==> src/rtl/riscv_datapath_if.sv <==
// Bus between the RV32I datapath and its controller / memories.
// The master drives instruction, memory read data and control strobes;
// the slave (the datapath) returns PC, ALU and write-back results.
interface riscv_datapath_if;
    logic [31:0] instr;
    logic [31:0] dReadData;
    logic        loadPC;
    logic        PCSrc;
    logic        ALUSrc;
    logic [3:0]  ALUCtrl;
    logic        RegWrite;
    logic        MemToReg;
    logic [31:0] PC;
    logic        Zero;
    logic [31:0] dAddress;
    logic [31:0] dWriteData;
    logic [31:0] WriteBackData;

    modport master (
        output instr, dReadData, loadPC, PCSrc, ALUSrc, ALUCtrl, RegWrite, MemToReg,
        input  PC, Zero, dAddress, dWriteData, WriteBackData
    );

    modport slave (
        input  instr, dReadData, loadPC, PCSrc, ALUSrc, ALUCtrl, RegWrite, MemToReg,
        output PC, Zero, dAddress, dWriteData, WriteBackData
    );
endinterface

==> src/rtl/riscv_datapath.sv <==
// RV32I multicycle datapath core: PC, 32x32 register file, immediate
// generator, ALU and write-back mux. All sequencing comes from an external
// controller through the interface strobes.
module riscv_datapath #(
    parameter logic [31:0] INITIAL_PC = 32'h00400000
) (
    input logic              clk,
    input logic              rst,
    riscv_datapath_if.slave  bus
);

    localparam logic [6:0] OPC_OPIMM  = 7'b0010011;
    localparam logic [6:0] OPC_LOAD   = 7'b0000011;
    localparam logic [6:0] OPC_STORE  = 7'b0100011;
    localparam logic [6:0] OPC_BRANCH = 7'b1100011;

    localparam logic [3:0] ALU_AND = 4'b0000;
    localparam logic [3:0] ALU_OR  = 4'b0001;
    localparam logic [3:0] ALU_ADD = 4'b0010;
    localparam logic [3:0] ALU_SUB = 4'b0110;
    localparam logic [3:0] ALU_XOR = 4'b0101;
    localparam logic [3:0] ALU_SLT = 4'b0100;
    localparam logic [3:0] ALU_SRL = 4'b1000;
    localparam logic [3:0] ALU_SLL = 4'b1001;
    localparam logic [3:0] ALU_SRA = 4'b1010;

    logic [31:0] pc_q, pc_d;
    logic [31:0] rf_q [32];

    logic [4:0]  rs1, rs2, rd;
    logic [6:0]  opcode;
    logic [31:0] rs1_data, rs2_data;
    logic [31:0] imm;
    logic [31:0] imm_b;
    logic [31:0] alu_b;
    logic [31:0] alu_res;
    logic [31:0] wb_data;
    logic        unused_funct3;

    // The ALU is a pure function of operation and operands; any
    // unassigned code yields zero so the controller can park the ALU.
    function automatic logic [31:0] alu_op(input logic [3:0] op,
                                           input logic [31:0] a,
                                           input logic [31:0] b);
        logic [4:0] sh;
        sh = b[4:0];
        case (op)
            ALU_AND: alu_op = a & b;
            ALU_OR:  alu_op = a | b;
            ALU_ADD: alu_op = a + b;
            ALU_SUB: alu_op = a - b;
            ALU_XOR: alu_op = a ^ b;
            ALU_SLT: alu_op = ($signed(a) < $signed(b)) ? 32'd1 : 32'd0;
            ALU_SRL: alu_op = a >> sh;
            ALU_SLL: alu_op = a << sh;
            ALU_SRA: alu_op = $unsigned($signed(a) >>> sh);
            default: alu_op = 32'd0;
        endcase
    endfunction

    assign rs1    = bus.instr[19:15];
    assign rs2    = bus.instr[24:20];
    assign rd     = bus.instr[11:7];
    assign opcode = bus.instr[6:0];

    // funct3 is decoded by the controller, not here.
    assign unused_funct3 = ^bus.instr[14:12];

    // x0 is hardwired to zero on both read ports.
    assign rs1_data = (rs1 == 5'd0) ? 32'd0 : rf_q[rs1];
    assign rs2_data = (rs2 == 5'd0) ? 32'd0 : rf_q[rs2];

    // Branch offset is always formed from the B-type fields so the PC mux
    // does not depend on the immediate decoder.
    assign imm_b = {{20{bus.instr[31]}}, bus.instr[7], bus.instr[30:25],
                    bus.instr[11:8], 1'b0};

    // Immediate generator: format chosen by opcode, zero for anything else.
    always_comb begin
        imm = 32'd0;
        case (opcode)
            OPC_OPIMM, OPC_LOAD: imm = {{20{bus.instr[31]}}, bus.instr[31:20]};
            OPC_STORE:           imm = {{20{bus.instr[31]}}, bus.instr[31:25], bus.instr[11:7]};
            OPC_BRANCH:          imm = imm_b;
            default:             imm = 32'd0;
        endcase
    end

    assign alu_b   = bus.ALUSrc ? imm : rs2_data;
    assign alu_res = alu_op(bus.ALUCtrl, rs1_data, alu_b);
    assign wb_data = bus.MemToReg ? bus.dReadData : alu_res;

    assign bus.Zero          = (alu_res == 32'd0);
    assign bus.dAddress      = alu_res;
    assign bus.dWriteData    = rs2_data;
    assign bus.WriteBackData = wb_data;
    assign bus.PC            = pc_q;

    // Next PC: sequential or branch target, both relative to the current PC.
    always_comb begin
        pc_d = pc_q;
        if (bus.loadPC) begin
            pc_d = bus.PCSrc ? (pc_q + imm_b) : (pc_q + 32'd4);
        end
    end

    // PC register; reset wins over any update.
    always_ff @(posedge clk) begin
        if (rst) begin
            pc_q <= INITIAL_PC;
        end else begin
            pc_q <= pc_d;
        end
    end

    // Register file write port; reset clears every entry and suppresses
    // any write presented on the same edge.
    always_ff @(posedge clk) begin
        if (rst) begin
            for (int i = 0; i < 32; i++) begin
                rf_q[i] <= 32'd0;
            end
        end else if (bus.RegWrite && (rd != 5'd0)) begin
            rf_q[rd] <= wb_data;
        end
    end

endmodule

==> src/flat_wrapper.sv <==
// flat-port wrapper written by rule: the top's interface ports become plain ports
module riscv_datapath_flat 
#(
    parameter logic [31:0] INITIAL_PC = 32'h00400000
)
  (clk, rst, bus_instr, bus_dReadData, bus_loadPC, bus_PCSrc, bus_ALUSrc, bus_ALUCtrl, bus_RegWrite, bus_MemToReg, bus_PC, bus_Zero, bus_dAddress, bus_dWriteData, bus_WriteBackData);
  riscv_datapath_if bus_i ();
  input logic clk;
  input logic rst;
  input wire logic [$bits(bus_i.instr)-1:0] bus_instr;
  input wire logic [$bits(bus_i.dReadData)-1:0] bus_dReadData;
  input wire logic [$bits(bus_i.loadPC)-1:0] bus_loadPC;
  input wire logic [$bits(bus_i.PCSrc)-1:0] bus_PCSrc;
  input wire logic [$bits(bus_i.ALUSrc)-1:0] bus_ALUSrc;
  input wire logic [$bits(bus_i.ALUCtrl)-1:0] bus_ALUCtrl;
  input wire logic [$bits(bus_i.RegWrite)-1:0] bus_RegWrite;
  input wire logic [$bits(bus_i.MemToReg)-1:0] bus_MemToReg;
  output wire logic [$bits(bus_i.PC)-1:0] bus_PC;
  output wire logic [$bits(bus_i.Zero)-1:0] bus_Zero;
  output wire logic [$bits(bus_i.dAddress)-1:0] bus_dAddress;
  output wire logic [$bits(bus_i.dWriteData)-1:0] bus_dWriteData;
  output wire logic [$bits(bus_i.WriteBackData)-1:0] bus_WriteBackData;
  assign bus_i.instr = bus_instr;
  assign bus_i.dReadData = bus_dReadData;
  assign bus_i.loadPC = bus_loadPC;
  assign bus_i.PCSrc = bus_PCSrc;
  assign bus_i.ALUSrc = bus_ALUSrc;
  assign bus_i.ALUCtrl = bus_ALUCtrl;
  assign bus_i.RegWrite = bus_RegWrite;
  assign bus_i.MemToReg = bus_MemToReg;
  assign bus_PC = bus_i.PC;
  assign bus_Zero = bus_i.Zero;
  assign bus_dAddress = bus_i.dAddress;
  assign bus_dWriteData = bus_i.dWriteData;
  assign bus_WriteBackData = bus_i.WriteBackData;
  riscv_datapath #(.INITIAL_PC(INITIAL_PC)) u_core (.clk(clk), .rst(rst), .bus(bus_i));
endmodule
==> config.mk <==
export PLATFORM = sky130hd
export DESIGN_NAME = riscv_datapath_flat
export DESIGN_NICKNAME = d
export VERILOG_FILES = /design/src/rtl/riscv_datapath_if.sv /design/src/rtl/riscv_datapath.sv /design/src/flat_wrapper.sv
export SDC_FILE = /design/constraint.sdc
export NUM_CORES = 2
export LEC_CHECK = 0
export CORE_ASPECT_RATIO = 0.5
export CORE_UTILIZATION = 50
export DETAILED_ROUTE_END_ITERATION = 8
export PLACE_DENSITY = 0.67
export SETUP_SLACK_MARGIN = 0.02
export SLEW_MARGIN = 0
export SYNTH_ARGS = -nofsm -noshare
export SYNTH_HDL_FRONTEND = slang
export SYNTH_SLANG_ARGS = --single-unit
==> constraint.sdc <==
create_clock -name clk -period 25.4 [get_ports clk]
set_clock_uncertainty 0.05 [all_clocks]
set_input_delay 7.62 -clock clk [delete_from_list [all_inputs] [get_ports clk]]
set_output_delay 7.62 -clock clk [all_outputs]
set_load 0.1 [all_outputs]
==> metrics.yaml <==
status: "complete, but fails checks"
violations: "max-capacitance violations, max-slew violations"
final_area_um2: 72300
final-setup-viol-count: 0
period_minus_slack_ns: 24.27
start_util: 0.505
drc: 0
synth-edff-count: 1024
grt_pass1_vias: 50200
crit_path_top_delay_cell: "clkdlybuf4s50_1"
finalCritPeriodShare: 0.956
hold_slack_ns: 0.435
slew_headroom: -0.0158
synthToLayoutAreaGrowth_pct: 11.2
post_cts_buffers: 0
path_max_fanout: 35
crit_buf_inv: 6
gp_congestion: 1.03
grt_first_pass_wirelength_um: 374000
drive_gt1_frac: 0.188
path_class: "in2out"
ioPinCount: 204
clockRootBuffer: "clkbuf_16"
cp-start-kind: "primary input"
drtAntennaViolNets: 0
netlist_instances: 5515
async_flop_share: 0
worstPathArrival_ns: 16.60
dp_slack_ns: 1.86
cts_tree: "yes"
cts_buffers: 97
die_h_um: 257
leakagePower_nw: 26.4
synth_top_flop_cell: "edfxtp_1"
cts_hold_buf: 0
cts_resized: 0
nFillCells: 10500
synth_warnings: 0
max_freq_mhz: 41.2
final_nets: 5754
coreArea_um2: 129000
die_x_um: 512
hpwl_um: 180000
dr.pass1.iters: 7
placed_cell_area_um2: 69000
h-tree-depth: 3
ys_seq_area_frac: 0.483
grt.total_usage: 0.405
synth.avg_cell_area_um2: 11.8
required_ns: 17.73
irDropWorstVdd_mv: 0.0613
cts.clk_slew.worst_paths_ns: 0.06
overflow: 0
slowest_delay_ns: 0.99
die-area_um2: 132000
vias: 52400
synth_seq_cells: 1055
io_buffer_count: 199
ys_types: 112
row_count: 93
tightest_slew_ns: 1.52
drv_slew: 2
via_per_inst: 7.13
rsz0062_at_grt: "false"
worstHoldPathType: "reg2reg"
crit_chain: "buf_4 > buf_4 > nand3b_1 > o221ai_1 > a2111oi_0 > buf_4 > a211oi_1 > and2_1 > ha_1 > o21ai_0 > o211a_1 > nor4_1 > o211ai_1 > a21oi_1 > a21bo_2 > a31oi_1 > o311ai_0 > a31oi_1 > o21ai_0 > and4_1 > inv_1 > mux2i_4 > inv_1 > clkdlybuf4s50_1"
path_delay_family: "compound AO/OA/AOI/OAI gates"
antenna_found_initial: 16
cts.sinks: 1055
clk_latency_ns: 0.75
grt_max_degree: 95
totalPowerFinal_mw: 4.91
setup_tns_ns: 0
cp-end-kind: "output pin"
powerDensity_nw_per_um2: 67.9
finalWirelength_um: 271000
cts_buffer_depth: 3
drt_iter0_markers: 9266
max-cap-violations: 1
finalHoldViolations: 0
post_drt_wl_per_cell_um: 36.8
netlist_area_um2: 65000
setup_slack_ns: 1.13
cp_common_cell: "buf_4"
## report_power, final
group | internal, mW | switching, mW
clock network | 0.826 | 0.699
registers | 1.98 | 0.0410
logic | 0.391 | 0.978
total | 3.19 | 1.72
## area by class of cell
| cell class | instances | area, um^2 | share of cell area |
|---|---|---|---|
| sequential | 1055 | 31400 | 0.434 |
| multi-input combinational | 3815 | 31300 | 0.434 |
| timing repair buffer | 406 | 3520 | 0.0487 |
| clock buffer | 118 | 2530 | 0.0350 |
| tap | 1710 | 2140 | 0.0296 |
| clock inverter | 61 | 684 | 0.00947 |
| inverter | 173 | 652 | 0.00902 |
| antenna | 14 | 35.0 | 0.000485 |
## registers in the layout, summed over array words and instances, names as in the netlist
| register | cells |
|---|---|
| u_core.rf_q | 1024 |
| u_core.bus.PC | 31 |
## cell usage after synthesis (41+ instances only)
library cell | instances | area (um^2)
mux4_2 | 492 | 11100
edfxtp_1 | 1024 | 30700
clkbuf_1 | 312 | 1170
o22ai_1 | 65 | 407
nand2_1 | 251 | 942
nand2b_1 | 49 | 307
mux2i_1 | 261 | 2610
ha_1 | 128 | 1600
o221ai_1 | 46 | 403
a21oi_1 | 178 | 891
inv_1 | 165 | 619
nand3_1 | 54 | 270
buf_2 | 101 | 505
nor2_1 | 1233 | 4630
a22oi_1 | 64 | 480
nor3_1 | 67 | 335
mux2_2 | 41 | 462
o21ai_0 | 201 | 1010
## worst register-to-register path, stage by stage (launching register included)
cell       delay (ns)
edfxtp_1         0.40
mux4_2           0.50
a22o_1           0.26
a2111oi_2        1.12
a21oi_1          0.38
and2_1           0.36
ha_1             0.52
nor3_1           0.12
nor2b_1          0.14
a31oi_1          0.30
a311oi_1         0.24
a21oi_1          0.30
o32ai_1          0.23
o31a_1           0.39
a311oi_1         0.40
o31a_1           0.25
nor2_1           0.07
or4_1            0.41
nand3_1          0.11
nand4b_1         0.37
mux2i_4          0.70
buf_4            0.46
nor2_1           0.10
## worst paths after layout
path	startpoint	end	slack, ns	depth (start not counted)
setup / recovery	bus_instr[17]	bus_WriteBackData[0]	1.13	24
hold / removal	u_core.bus.PC[1]	u_core.bus.PC[1]	0.43	2
setup reg to reg	u_core.rf_q[29][7]	u_core.rf_q[7][31]	16.93	22
hold reg to reg	u_core.bus.PC[1]	u_core.bus.PC[1]	0.43	2
## layer usage
metal / track usage / vias to the layer above / share of wire
met3: 0.211 / 750 / 0.18
li1: - / 21000 / -
met2: 0.578 / 4540 / 0.42
met1: 0.510 / 26100 / 0.35
met5: 0 / - / 0.00030
met4: 0.182 / 14 / 0.052
## cells in the final DEF, fill, tap and decap left out, types with 21 or more instances in the layout
cell / count
a211o_1: 24
a211oi_1: 33
a21o_1: 25
a21oi_1: 176
a221oi_1: 28
a22oi_1: 64
a31oi_1: 40
and2_1: 23
and3_1: 24
buf_4: 229
clkbuf_16: 98
clkdlybuf4s50_1: 167
clkinv_1: 31
conb_1: 33
dfxtp_1: 31
edfxtp_1: 1024
ha_1: 128
inv_1: 164
mux2_2: 41
mux2i_1: 231
mux2i_4: 31
mux4_2: 492
nand2_1: 221
nand2_2: 31
nand2b_2: 31
nand3_1: 54
nor2_1: 1232
nor2b_1: 23
nor3_1: 66
nor4_1: 21
o211ai_1: 40
o21ai_0: 201
o21bai_1: 21
o221ai_1: 46
o22ai_1: 65
or3_1: 23
xnor2_1: 33
## stage by stage
step / util / instances
after global routing: 0.561 / 7338
after detailed placement: 0.536 / 7159
final: 0.561 / 7352
after CTS: 0.561 / 7338
after floorplan: - / 5547
after global placement: 0.536 / 7159
## cell families after synthesis
| kind of cell | share of synthesized area |
|---|---|
| AND/OR/NAND/NOR | 0.119 |
| buffers and inverters | 0.0469 |
| adder cells (fa/ha/maj) | 0.0256 |
| flip-flops | 0.483 |
| AO/OA/AOI/OAI | 0.101 |
| multiplexers | 0.218 |
| other | 0.0000577 |
| XOR/XNOR | 0.00687 |
Note: power is estimated with default switching activity, not from simulation.
